**src/rtl/uart_rx_pkg.sv**
```systemverilog
// rtl/uart_rx_pkg.sv - shared FSM state type, clocks-per-bit floor and majority vote helper for uart_rx_param
package uart_rx_pkg;

  typedef enum logic [2:0] {
    IDLE,
    START,
    DATA,
    PARITY,
    STOP,
    BRK_WAIT
  } rx_state_e;

  localparam int MIN_CPB_DEFAULT = 4;

  function automatic logic majority3(input logic [2:0] i_bits);
    return (i_bits[0] & i_bits[1]) | (i_bits[0] & i_bits[2]) | (i_bits[1] & i_bits[2]);
  endfunction

endpackage

```
**src/rtl/uart_rx_sampler.sv**
```systemverilog
// rtl/uart_rx_sampler.sv - two-flop line synchroniser followed by a 3-tap majority vote
module uart_rx_sampler
  import uart_rx_pkg::*;
(
  input  logic i_Clock,
  input  logic rst_ni,
  input  logic i_Rx_Serial,
  output logic o_Sync,
  output logic o_Vote
);

  logic       r_sync1;
  logic       r_sync2;
  logic [2:0] r_hist;

  // Synchronise the async line and keep the last three synchronised values; idle level is 1.
  always_ff @(posedge i_Clock or negedge rst_ni) begin
    if (!rst_ni) begin
      r_sync1 <= 1'b1;
      r_sync2 <= 1'b1;
      r_hist  <= 3'b111;
    end else begin
      r_sync1 <= i_Rx_Serial;
      r_sync2 <= r_sync1;
      r_hist  <= {r_hist[1:0], r_sync2};
    end
  end

  assign o_Sync = r_sync2;
  assign o_Vote = majority3(r_hist);

endmodule

```
**src/rtl/uart_rx_param.sv**
```systemverilog
// rtl/uart_rx_param.sv - parametrised UART receiver with holding register; parity optional via UART_RX_PARITY_EN
module uart_rx_param
  import uart_rx_pkg::*;
#(
  parameter int DATA_BITS = 8,
  parameter int DIV_W     = 16,
  parameter int MIN_CPB   = MIN_CPB_DEFAULT
) (
  input  logic                 i_Clock,
  input  logic                 rst_ni,
  input  logic                 i_Rx_Serial,
  input  logic [DIV_W-1:0]     i_Clks_Per_Bit,
  input  logic                 i_Two_Stop,
  input  logic                 i_Parity_En,
  input  logic                 i_Parity_Odd,
  input  logic                 i_Rx_Ready,
  output logic                 o_Rx_Valid,
  output logic [DATA_BITS-1:0] o_Rx_Data,
  output logic                 o_Parity_Err,
  output logic                 o_Frame_Err,
  output logic                 o_Break,
  output logic                 o_Overrun
);

  localparam logic [DIV_W-1:0] ONE      = DIV_W'(1);
  localparam logic [DIV_W-1:0] CPB_MIN  = DIV_W'(MIN_CPB);
  localparam logic [3:0]       LAST_BIT = 4'(DATA_BITS - 1);

  rx_state_e r_state, w_next_state;

  logic                 w_sync, w_vote;
  logic [DIV_W-1:0]     r_count, r_cpb, w_cpb_in;
  logic [3:0]           r_bit_idx;
  logic [DATA_BITS-1:0] r_shift;
  logic                 r_two_stop, r_stop_idx, r_stop_any0, r_stop_all0;
  logic                 w_at_half, w_at_end, w_sample, w_done;
  logic                 w_stop_any0, w_stop_all0, w_is_break;
  logic                 w_word_ok, w_frame_det, w_break_det;
  logic                 w_par_bit, w_perr;
  logic                 r_valid, r_perr, r_frame_err, r_break, r_overrun;
  logic [DATA_BITS-1:0] r_data;

  uart_rx_sampler u_sampler (
    .i_Clock     (i_Clock),
    .rst_ni      (rst_ni),
    .i_Rx_Serial (i_Rx_Serial),
    .o_Sync      (w_sync),
    .o_Vote      (w_vote)
  );

  assign w_cpb_in  = (i_Clks_Per_Bit < CPB_MIN) ? CPB_MIN : i_Clks_Per_Bit;
  assign w_at_half = (r_count == ((r_cpb - ONE) >> 1));
  assign w_at_end  = (r_count == (r_cpb - ONE));

`ifdef UART_RX_PARITY_EN
  logic r_par_en, r_par_odd, r_par_bit;

  // Parity configuration is frozen at start detect; the parity sample is kept for the break check.
  always_ff @(posedge i_Clock or negedge rst_ni) begin
    if (!rst_ni) begin
      r_par_en  <= 1'b0;
      r_par_odd <= 1'b0;
      r_par_bit <= 1'b0;
    end else if (r_state == IDLE && w_next_state == START) begin
      r_par_en  <= i_Parity_En;
      r_par_odd <= i_Parity_Odd;
      r_par_bit <= 1'b0;
    end else if (r_state == PARITY && w_sample) begin
      r_par_bit <= w_vote;
    end
  end

  assign w_par_bit = r_par_bit;
  assign w_perr    = r_par_en & ((^r_shift ^ r_par_bit) != r_par_odd);
`else
  logic w_unused_parity;
  assign w_unused_parity = i_Parity_En ^ i_Parity_Odd;
  assign w_par_bit       = 1'b0;
  assign w_perr          = 1'b0;
`endif

  // Stop-bit outcome including the sample being taken this cycle.
  assign w_stop_any0 = r_stop_any0 | ~w_vote;
  assign w_stop_all0 = r_stop_all0 & ~w_vote;
  assign w_is_break  = (r_shift == '0) & ~w_par_bit & w_stop_all0;
  assign w_word_ok   = w_done & ~w_stop_any0;
  assign w_frame_det = w_done & w_stop_any0 & ~w_is_break;
  assign w_break_det = w_done & w_is_break;

  // FSM state register.
  always_ff @(posedge i_Clock or negedge rst_ni) begin
    if (!rst_ni) r_state <= IDLE;
    else         r_state <= w_next_state;
  end

  // Next-state logic and sample/frame-complete strobes.
  always_comb begin
    w_next_state = r_state;
    w_sample     = 1'b0;
    w_done       = 1'b0;
    case (r_state)
      IDLE:     if (!w_sync) w_next_state = START;
      START:    if (w_at_half) w_next_state = w_vote ? IDLE : DATA;
      DATA: begin
        if (w_at_end) begin
          w_sample = 1'b1;
          if (r_bit_idx == LAST_BIT) begin
`ifdef UART_RX_PARITY_EN
            w_next_state = r_par_en ? PARITY : STOP;
`else
            w_next_state = STOP;
`endif
          end
        end
      end
`ifdef UART_RX_PARITY_EN
      PARITY: begin
        if (w_at_end) begin
          w_sample     = 1'b1;
          w_next_state = STOP;
        end
      end
`endif
      STOP: begin
        if (w_at_end) begin
          w_sample = 1'b1;
          if (!(r_two_stop && !r_stop_idx)) begin
            w_done       = 1'b1;
            w_next_state = w_is_break ? BRK_WAIT : IDLE;
          end
        end
      end
      BRK_WAIT: if (w_sync) w_next_state = IDLE;
      default:  w_next_state = IDLE;
    endcase
  end

  // Bit-period counter, shift register and per-frame bookkeeping.
  always_ff @(posedge i_Clock or negedge rst_ni) begin
    if (!rst_ni) begin
      r_count     <= '0;
      r_cpb       <= '0;
      r_bit_idx   <= '0;
      r_shift     <= '0;
      r_two_stop  <= 1'b0;
      r_stop_idx  <= 1'b0;
      r_stop_any0 <= 1'b0;
      r_stop_all0 <= 1'b1;
    end else begin
      if (w_next_state != r_state || w_sample || r_state == IDLE || r_state == BRK_WAIT)
        r_count <= '0;
      else
        r_count <= r_count + ONE;

      if (r_state == IDLE && w_next_state == START) begin
        r_cpb       <= w_cpb_in;
        r_two_stop  <= i_Two_Stop;
        r_bit_idx   <= '0;
        r_stop_idx  <= 1'b0;
        r_stop_any0 <= 1'b0;
        r_stop_all0 <= 1'b1;
      end

      if (r_state == DATA && w_sample) begin
        r_shift   <= {w_vote, r_shift[DATA_BITS-1:1]};
        r_bit_idx <= r_bit_idx + 4'd1;
      end

      if (r_state == STOP && w_sample) begin
        r_stop_idx  <= 1'b1;
        r_stop_any0 <= w_stop_any0;
        r_stop_all0 <= w_stop_all0;
      end
    end
  end

  // Holding register with valid/ready handshake and one-cycle status pulses.
  always_ff @(posedge i_Clock or negedge rst_ni) begin
    if (!rst_ni) begin
      r_valid     <= 1'b0;
      r_data      <= '0;
      r_perr      <= 1'b0;
      r_frame_err <= 1'b0;
      r_break     <= 1'b0;
      r_overrun   <= 1'b0;
    end else begin
      r_frame_err <= w_frame_det;
      r_break     <= w_break_det;
      r_overrun   <= 1'b0;
      if (w_word_ok) begin
        if (!r_valid || i_Rx_Ready) begin
          r_valid <= 1'b1;
          r_data  <= r_shift;
          r_perr  <= w_perr;
        end else begin
          r_overrun <= 1'b1;
        end
      end else if (r_valid && i_Rx_Ready) begin
        r_valid <= 1'b0;
      end
    end
  end

  assign o_Rx_Valid  = r_valid;
  assign o_Rx_Data   = r_data;
  assign o_Frame_Err = r_frame_err;
  assign o_Break     = r_break;
  assign o_Overrun   = r_overrun;
`ifdef UART_RX_PARITY_EN
  assign o_Parity_Err = r_perr;
`else
  assign o_Parity_Err = 1'b0;
`endif

endmodule

```
**config.mk**
```make
export PLATFORM = sky130hd
export DESIGN_NAME = uart_rx_param
export DESIGN_NICKNAME = d
export VERILOG_FILES = /design/src/rtl/uart_rx_pkg.sv /design/src/rtl/uart_rx_sampler.sv /design/src/rtl/uart_rx_param.sv
export SDC_FILE = /design/constraint.sdc
export NUM_CORES = 1
export LEC_CHECK = 0
export ABC_AREA = 1
export BUFFER_PORTS_ARGS = -buffer_cell sky130_fd_sc_hd__buf_2
export CORE_MARGIN = 5
export CORE_UTILIZATION = 40
export DETAILED_ROUTE_END_ITERATION = 6
export GPL_TIMING_DRIVEN = 0
export PLACE_DENSITY = 0.65
export SYNTH_ARGS = -nofsm -noshare
export SYNTH_HDL_FRONTEND = slang
export SYNTH_SLANG_ARGS = --single-unit
```
**constraint.sdc**
```tcl
create_clock -name i_Clock -period 3.5 [get_ports i_Clock]
set_input_delay 0 -clock i_Clock [delete_from_list [all_inputs] [get_ports i_Clock]]
set_output_delay 0 -clock i_Clock [all_outputs]
set_load 0.005 [all_outputs]
```
# Yosys cells after proc, flatten, opt, wreduce, memory -nomap -nowiden
# Cells that the tools add are included.
[word_totals] word_cells=94 regBits=68 out_inout_bits=13 inputBits=23
[op_classes] reduce_logical=19 mux=29 n_bitwise=15 n_eq_ne=10 magnitude_cmp=1 addsub=3
[op_table] op="$mux W16" count=2
[op_table] op="$mux W3" count=8
[op_table] op="$add A16 B1 Y16 const B" count=1
[op_table] op="$eq A16 B15 Y1" count=1
[op_table] op="$eq A16 B16 Y1" count=1
[op_table] op="$lt A16 B3 Y1 const B" count=1
[op_table] op="$sub A16 B1 Y16 const B" count=1
[op_table] op="$mux W1" count=15
[op_table] op="$pmux W3 S5" count=1
[op_table] op="$and A1 B1 Y1" count=9
[op_table] op="$logic_not A8 Y1" count=1
[op_table] op="$mux W4" count=2
[op_table] op="$eq A3 B1 Y1 const B" count=2
[op_table] op="$eq A3 B3 Y1 const B" count=2
[op_table] op="$reduce_bool A2 Y1" count=3
[op_table] op="$logic_and A1 B1 Y1" count=5
[op_table] op="$add A4 B1 Y4 const B" count=1
[op_table] op="$eq A4 B3 Y1 const B" count=1
[op_table] op="$logic_or A1 B1 Y1" count=4
[op_table] op="$reduce_and A2 Y1" count=2
[op_table] op="$eq A3 B2 Y1 const B" count=1
[op_table] op="$logic_not A3 Y1" count=1
[op_table] op="$ne A3 B3 Y1" count=1
[op_table] op="$not A1 Y1" count=3
[op_table] op="other kinds (5)" count=8

# Logic depth before layout (Yosys ltp)
# Gate-level depths: netlist of the first run.
[depth] word_depth=15 mapped_depth=20 mapped_depth_nobuf=19

# Cells and area by module
# Synthesis of the first run repeated with hierarchy kept, for this count alone.
[hier_totals] cells_unflattened=593 hier_area_um2=4262.8
[modules_own_cells] module="uart_rx_param" area_per_inst_um2=4110.2 instances=1 cells_each=584 seq_area_each_um2=1577.8
[modules_own_cells] module="uart_rx_sampler" area_per_inst_um2=152.6 instances=1 cells_each=9 seq_area_each_um2=131.4

# Worst setup path before layout of the first run
# Ideal clock, no wire load.
[synth_timing] path_type="register -> register" from="register r_cpb[0]" to="register r_count[6]" t_arrival_ps=2277 path_buffers=1 period_less_slack_ps=2397 required_time_ps=3380 setup_ps=120 slack_ps=1103 path_stages_with_launch=19 path_cell_list="dfrtp_1 -> inv_1 -> ha_1 -> nand2_4 -> nor2_4 -> nand2_1 -> nand3_1 -> nand2_1 -> nor2_1 -> nand2_1 -> nor2_2 -> nand2_2 -> nor2_4 -> nand3_2 -> nand3_1 -> nand2_2 -> nand2_4 -> buf_6 -> nor2_2"
[synth_via] elab_chain_cells=9
[synth_lines] element="from (decl)" line="uart_rx_param.sv:32" rtl="logic [DIV_W-1:0] r_count, r_cpb, w_cpb_in;"
[synth_lines] element="from (signal assigned)" line="uart_rx_param.sv:156" rtl="r_cpb <= w_cpb_in;"
[synth_lines] element="$sub A16 B1 Y16 (*)" line="uart_rx_param.sv:52, uart_rx_param.sv:53"
[synth_lines] element="$eq A16 B16 Y1 or $eq A16 B15 Y1 (tied branches)" line="uart_rx_param.sv:53, uart_rx_param.sv:52"
[synth_lines] element="$mux W3 (on tied branches)" line="uart_rx_param.sv:125, uart_rx_param.sv:103, uart_rx_param.sv:105"
[synth_lines] element="$pmux W3 S5" line="uart_rx_param.sv:101" rtl="case (r_state)"
[synth_lines] element="$ne A3 B3 Y1" line="uart_rx_param.sv:150" rtl="if (w_next_state != r_state || w_sample || r_state == IDLE || r_state == BRK_WAIT)"
[synth_lines] element="$logic_or A1 B1 Y1 (*) (3 in a row)" line="uart_rx_param.sv:150"
[synth_lines] element="$mux W16 (*)" line="uart_rx_param.sv:150"
[synth_lines] element="to (signal assigned)" line="uart_rx_param.sv:153" rtl="r_count <= r_count + ONE;"
[synth_lines] element="to (decl)" line="uart_rx_param.sv:32"
# Every way passes the cells marked *; elsewhere a longest branch is shown, timed or not.
# A chain may end at the register's enable or synchronous reset.

# Worst setup path after layout of the first run
[layout_timing] from="register r_cpb[0]" to="register r_bit_idx[0]"
[layout_via] elab_chain_cells=7
[layout_lines] element="$sub A16 B1 Y16 (*)" line="uart_rx_param.sv:52, uart_rx_param.sv:53"
[layout_lines] element="$eq A16 B16 Y1 or $eq A16 B15 Y1 (tied branches)" line="uart_rx_param.sv:53, uart_rx_param.sv:52"
[layout_lines] element="$mux W3 (on tied branches)" line="uart_rx_param.sv:125, uart_rx_param.sv:103, uart_rx_param.sv:105"
[layout_lines] element="$pmux W3 S5" line="uart_rx_param.sv:101"
[layout_lines] element="$eq A3 B1 Y1" line="uart_rx_param.sv:155" rtl="if (r_state == IDLE && w_next_state == START) begin"
[layout_lines] element="$logic_and A1 B1 Y1" line="uart_rx_param.sv:155"
[layout_lines] element="$reduce_bool A2 Y1 (no line)"
[layout_lines] element="to (signal assigned)" line="uart_rx_param.sv:166" rtl="r_bit_idx <= r_bit_idx + 4'd1;"
[layout_lines] element="to (decl)" line="uart_rx_param.sv:33" rtl="logic [3:0] r_bit_idx;"
# Marks and branches as above.

==> results of run 1 <==
[path summary, 6_finish.rpt]
path | startpoint | endpoint | slack [ps] | cells past startpoint
min in group i_Clock | i_Rx_Serial | u_sampler.r_sync1 | 280 | 2
worst max register to register | r_cpb[0] | r_bit_idx[0] | 650 | 16
worst max-delay path | r_cpb[0] | r_bit_idx[0] | 650 | 16
max in group asynchronous | rst_ni | r_count[13] | 2640 | 2
worst min-delay path | rst_ni | r_cpb[10] | 280 | 2
worst min register to register | u_sampler.r_sync1 | u_sampler.o_Sync | 360 | 0
[where the power goes]
group	switching (W)	total, W	leakage (nW)	internal (W)
Clock	0.000317	0.000714	0.102	0.000398
Sequential	0.000178	0.00111	0.838	0.000936
Combinational	0.00101	0.00151	1.48	0.000502
Total	0.00150	0.00334	2.42	0.00184
[routing by layer]
layer	track usage	share of wire	vias up
li1	-	-	2018
met1	0.226	0.47	1826
met2	0.271	0.47	100
met3	0.0385	0.044	18
met4	0.0673	0.020	0
met5	0	0	-
[final cells by class]
cell class / instances / area, µm²
Fill cell: 1021 / 5330
Multi-Input combinational cell: 437 / 2180
Sequential cell: 68 / 1710
Timing Repair Buffer: 52 / 363
Inverter: 78 / 293
Tap cell: 136 / 170
Clock buffer: 9 / 124
Clock inverter: 6 / 88.8
Buffer: 11 / 61.3
[synthesized netlist by cell type, types with 6 or more instances]
master and count:
dfstp_2 6, a21oi_1 14, nor2_4 8, clkbuf_1 7, nand2_2 7, o21ai_0 34
nand2_1 154, inv_1 78, nor2_1 70, xor2_1 19, nor3_1 10, nand3_1 66
nand4_1 8, dfrtp_1 62, nor2_2 12
[metrics by stage]
step	hold WS (ps)	power, W	util
after floorplan	-296	0.00225	-
after global placement	107	0.00256	0.443
after detailed placement	110	0.00261	0.444
after CTS	258	0.00335	0.484
after global routing	282	0.00363	0.484
final	281	0.00334	0.484
[flip-flops by register name, indices dropped and copies added, names as in the netlist]
signal / cells
r_count: 16
r_bit_idx: 4
o_Rx_Data: 8
o_Break: 1
u_sampler.o_Sync: 1
u_sampler.r_sync1: 1
o_Overrun: 1
r_shift: 8
r_cpb: 16
r_two_stop: 1
o_Frame_Err: 1
r_stop_any0: 1
r_stop_idx: 1
r_stop_all0: 1
r_state: 3
u_sampler.r_hist: 3
o_Rx_Valid: 1
[repair_timing]
item | CTS | global route
resized for setup | 0 | 0
hold buffers | 20 | 0
setup endpoints to repair | 0 | 0
endpoints found under the hold margin | 82 | 0
[kinds of logic after synthesis]
logic type	share of synthesized area
simple gates	0.391
buf+inv	0.0834
flops	0.402
compound gates	0.0701
xor+xnor	0.0412
fa+ha+maj	0.00884
other cells	0.000883
mux	0.00265
==> results.json, run 1 <==
{
  "hold_viol_final": 0,
  "dp_cells": 762,
  "io_pins": 36,
  "cts-buffers-inserted": 9,
  "place_congestion": 0.965,
  "vias": 3962,
  "antenna_found_initial": 0,
  "fp-row-count": 37,
  "ys_async_sr_fraction": 1.00,
  "final_cell_mix": "154 x nand2_1, 78 x inv_1, 70 x nor2_1",
  "min_path_type": "in -> async",
  "drv_cap": 0,
  "timing_max_transition_violations_final": 0,
  "synth.top_cell.area_share": 0.365,
  "layout_commonest_cell": "nand2_1",
  "syn_inst": 594,
  "peakVddDrop_uv": 260,
  "path_cells": "inv_1, ha_1, inv_1, nand2_1, nand2_1, xor2_1, nor2_1, nand3_1, nor2_1, nand2_1, nor2_1, and3_1, nand2_1, clkbuf_1, nand3_1, o21ai_0",
  "syn_nets": 620,
  "die_area_um2": 12800,
  "grt_max_degree": 69,
  "ant_nets": 0,
  "path_common_cell": "nand2_1",
  "cts_tree": "done",
  "crit_slowest_cell": "ha_1",
  "initial_utilization": 0.411,
  "synth-seq-cells": 68,
  "diodes": 0,
  "fin_skew_ps": 12.1,
  "final.min_clock_period_ps": 2850,
  "critPathBufInv": 3,
  "end_kind": "register",
  "drc": 0,
  "cp.required_ps": 3720,
  "cts.htree.levels": 3,
  "area_growth_pct": 17.6,
  "finalInstanceArea_um2": 4990,
  "first_pass_iters": 6,
  "post-place-ws_ps": 675,
  "status": "completed",
  "yosys_warnings": 0,
  "cts_root_buf": "clkbuf_8",
  "nets": 683,
  "overflow": 0,
  "worstMarginPinSlew_ps": 855,
  "grt_setup_unrepaired": "false",
  "critPathKind": "reg -> reg",
  "ys_types": 39,
  "setup_ws_ps": 649,
  "post_cts_buffers": 0,
  "io_buffers": 32,
  "die_x_um": 113,
  "setup_violations": 0,
  "placed_area_um2": 4580,
  "p_leak_nw": 2.42,
  "tns_ps": 0,
  "synth_edf_count": 0,
  "drt_iter0_drc": 235,
  "clock_sinks": 68,
  "syn_area_um2": 4250,
  "grt_pass1_wl_um": 17500,
  "die_height_um": 113,
  "synth_top_area_cell": "dfrtp_1",
  "p_per_area_nw_per_um2": 669,
  "clockBufferDepth": 2,
  "drt-total-wl_um": 10300,
  "synthTopCellsByArea": "dfrtp_1 37%, nand2_1 14%, nand3_1 7.8%",
  "crit_family": "simple AND/OR/NAND/NOR gates",
  "slowest_delay_ps": 390,
  "critical_path.max_fanout": 10,
  "first_global_vias": 3719,
  "slew_headroom": 0.430,
  "drive_gt1_frac": 0.147,
  "worstSetupStartpointType": "register",
  "grt_usage": 0.170,
  "vias_per_cell": 4.97,
  "design.core.area_um2": 10300,
  "arrival_ps": 3070,
  "synth_area_per_cell_um2": 7.15,
  "final_cells": 797,
  "period_share": 0.814,
  "clk_pin_slew_ps": 80,
  "wl_per_cell_um": 12.9,
  "fmax_ghz": 0.351,
  "ys.flop_type": "dfrtp_1",
  "insertion_delay_ps": 360,
  "ys_seq_area_frac": 0.402,
  "hpwl_um": 7900
}
(Power assumes the default switching activity.)
==> run 2: changes to the inputs <==
--- a/config.mk
+++ b/config.mk
@@ -5,7 +5,7 @@
 export SDC_FILE = /design/constraint.sdc
 export NUM_CORES = 1
 export LEC_CHECK = 0
-export ABC_AREA = 1
+export ABC_AREA = 0
 export BUFFER_PORTS_ARGS = -buffer_cell sky130_fd_sc_hd__buf_2
 export CORE_MARGIN = 5
 export CORE_UTILIZATION = 40
==> constraint.sdc (replaced) <==
create_clock -name i_Clock -period 3 [get_ports i_Clock]
set_input_delay 0 -clock i_Clock [delete_from_list [all_inputs] [get_ports i_Clock]]
set_output_delay 0 -clock i_Clock [all_outputs]
set_load 0.005 [all_outputs]
==> run 2 against run 1 <==
The flow now finishes with violations (negative setup slack). Clock skew barely moved. Global-route usage rose by 3.3 points. Critical path type unchanged. Die area fell by 6.8%. Fmax fell by 15%. Sequential cell count did not move. Register-to-register slack got worse by 1000 ps. Clock-buffer cell count did not move. Sequential share of layout area fell by 2.2 points.
==> results.json, run 2 <==
{
  "status": "finished, violations left",
  "violations": "negative setup slack",
  "clock_sinks": 68,
  "syn_inst": 425,
  "arrival_ps": 3590,
  "place_congestion": 0.882,
  "grt_pass1_wl_um": 18600,
  "ys_seq_area_frac": 0.435,
  "drive_gt1_frac": 0.347,
  "area_growth_pct": 35.9,
  "drv_cap": 0,
  "final.min_clock_period_ps": 3360,
  "diodes": 0,
  "critPathBufInv": 3,
  "overflow": 0,
  "die_area_um2": 11900,
  "io_pins": 36,
  "peakVddDrop_uv": 254,
  "ys_async_sr_fraction": 1.00,
  "grt_setup_unrepaired": "true",
  "hpwl_um": 7370,
  "synth_common_cells": "64 x nand2_1, 62 x dfrtp_1, 32 x xnor2_1, 26 x a21oi_1, 25 x clkbuf_1",
  "die_x_um": 109,
  "crit_slowest_cell": "or4_4",
  "crit_end": "r_shift[1]",
  "grt_usage": 0.203,
  "fin_skew_ps": 12.5,
  "reg2reg_from": "r_cpb[2]",
  "cp.required_ps": 3240,
  "finish.utilization": 0.552,
  "yosys_warnings": 0,
  "min_path_type": "in -> async",
  "design.core.area_um2": 9680,
  "first_global_vias": 3618,
  "slew_headroom": 0.417,
  "vias_per_cell": 5.40,
  "hold_viol_final": 0,
  "synth_area_per_cell_um2": 9.25,
  "p_per_area_nw_per_um2": 425,
  "reg2reg_depth": 11,
  "r2r-end": "r_shift[1]",
  "initial_utilization": 0.406,
  "antenna_found_initial": 0,
  "synth-seq-cells": 68,
  "final_cell_mix": "64 x nand2_1, 58 x dfrtp_1, 31 x xnor2_1, 31 x buf_2, 29 x buf_4",
  "fp-row-count": 36,
  "worstSetupStartpointType": "register",
  "grt_max_degree": 69,
  "layout_commonest_cell": "nand2_1",
  "die_height_um": 109,
  "insertion_delay_ps": 350,
  "critPathKind": "reg -> reg",
  "period_share": 1.12,
  "reg.largest.list": "r_count (16), r_cpb (16)",
  "setup_violations": 44,
  "crit_family": "simple AND/OR/NAND/NOR gates",
  "cts.htree.levels": 3,
  "drc": 0,
  "path_cells": "or4_4, or4_4, a32oi_2, nand4_1, nor4_4, buf_4, nand3_2, buf_6, nor2_4, buf_6, mux2_4",
  "ant_nets": 0,
  "cts_tree": "done",
  "worstMarginPinSlew_ps": 874,
  "first_pass_iters": 4,
  "p_leak_nw": 2.24,
  "drt-total-wl_um": 11400,
  "vias": 3532,
  "clockBufferDepth": 2,
  "cts_root_buf": "clkbuf_8",
  "ys_types": 65,
  "ys.flop_type": "dfrtp_1",
  "timing_max_transition_violations_final": 0,
  "fmax_ghz": 0.298,
  "crit_start": "r_cpb[2]",
  "syn_nets": 451,
  "dp_cells": 590,
  "critical_path.max_fanout": 7,
  "synth_top_area_cell": "dfrtp_1",
  "end_kind": "register",
  "clk_pin_slew_ps": 80,
  "synth_edf_count": 0,
  "power_w": 0.00227,
  "io_buffers": 32,
  "drt_iter0_drc": 148,
  "cp_num_cells": 11,
  "setup_ws_ps": -355,
  "final_cells": 654,
  "cts-buffers-inserted": 9,
  "wl_per_cell_um": 17.4,
  "ff2ff_setup_slack_ps": -360,
  "synth_most_common_cell": "nand2_1",
  "synth.top_cell.area_share": 0.395,
  "synthTopCellsByArea": "dfrtp_1 39%, xnor2_1 7.1%, nand2_1 6.1%",
  "syn_area_um2": 3930,
  "nets": 542,
  "slowest_delay_ps": 550
}
## run 2: cell families after synthesis
kind of cell    share of synthesized area
buf+inv                            0.0465
fa+ha+maj                          0.0121
compound gates                      0.114
flops                               0.435
other cells                      0.000954
mux                                0.0592
simple gates                        0.222
xor+xnor                            0.110
## run 2: cell type report
type | count | area (µm²)
inverter | 11 | 41.3
buffer | 25 | 158
clock buffer | 9 | 124
fill | 880 | 4340
tap | 133 | 166
multi-input combinational | 313 | 2400
timing repair buffer | 88 | 687
sequential | 68 | 1710
clock inverter | 7 | 52.6
## run 2: worst min-delay path by stage
stage,startpoint,to,depth (start not counted)
final,rst_ni,r_count[6],2
after global routing,i_Rx_Serial,u_sampler.r_sync1,2
after CTS,i_Rx_Serial,u_sampler.r_sync1,2
after detailed placement,i_Rx_Serial,u_sampler.r_sync1,1
after global placement,i_Rx_Serial,u_sampler.r_sync1,1
after floorplan,rst_ni,o_Break,0
## run 2: through the flow
stage | TNS [ps] | hold WS [ps] | cell area (µm²) | setup WS [ps]
2_1_floorplan | -627 | -296 | 3970 | -78.3
3_3_place_gp | -19360 | 107 | 4300 | -600
3_5_place_dp | -19290 | 107 | 4300 | -617
4_1_cts | -9660 | 279 | 5250 | -353
5_1_grt | -16010 | 313 | 5340 | -440
6_report | -12580 | 299 | 5340 | -355
## run 2: metal layers
| layer | part of all wire | vias to the layer above | routed length [µm] | global-route usage |
|---|---|---|---|---|
| met5 | 0 | - | 0 | 0 |
| met4 | 0.019 | 0 | 211 | 0.0550 |
| met3 | 0.046 | 18 | 520 | 0.0456 |
| met2 | 0.50 | 85 | 5670 | 0.348 |
| met1 | 0.44 | 1758 | 4960 | 0.257 |
| li1 | - | 1671 | - | - |
## run 2: power breakdown
part / switching [W] / total [W] / internal, W
clock: 0.000397 / 0.000701 / 0.000304
sequential: 0.0000556 / 0.00103 / 0.000975
combinational: 0.000300 / 0.000538 / 0.000238
## run 2: worst reg2reg max path, stage by stage (launching register included)
cell and delay [ps]:
dfrtp_2 450, or4_4 560, or4_4 440, a32oi_2 230, nand4_1 190, nor4_4 370
buf_4 170, nand3_2 90, buf_6 160, nor2_4 130, buf_6 170, mux2_4 310
## run 2: timing repair
| action | 4_1_cts | 5_1_grt |
|---|---|---|
| cloned | 1 | 0 |
| endpoints found under the hold margin | 82 | 0 |
| pin swaps | 20 | 13 |
| hold buffers | 20 | 0 |
| setup endpoints to repair | 45 | 44 |
| setup buffers | 26 | 9 |
| gates resized for setup | 93 | 18 |
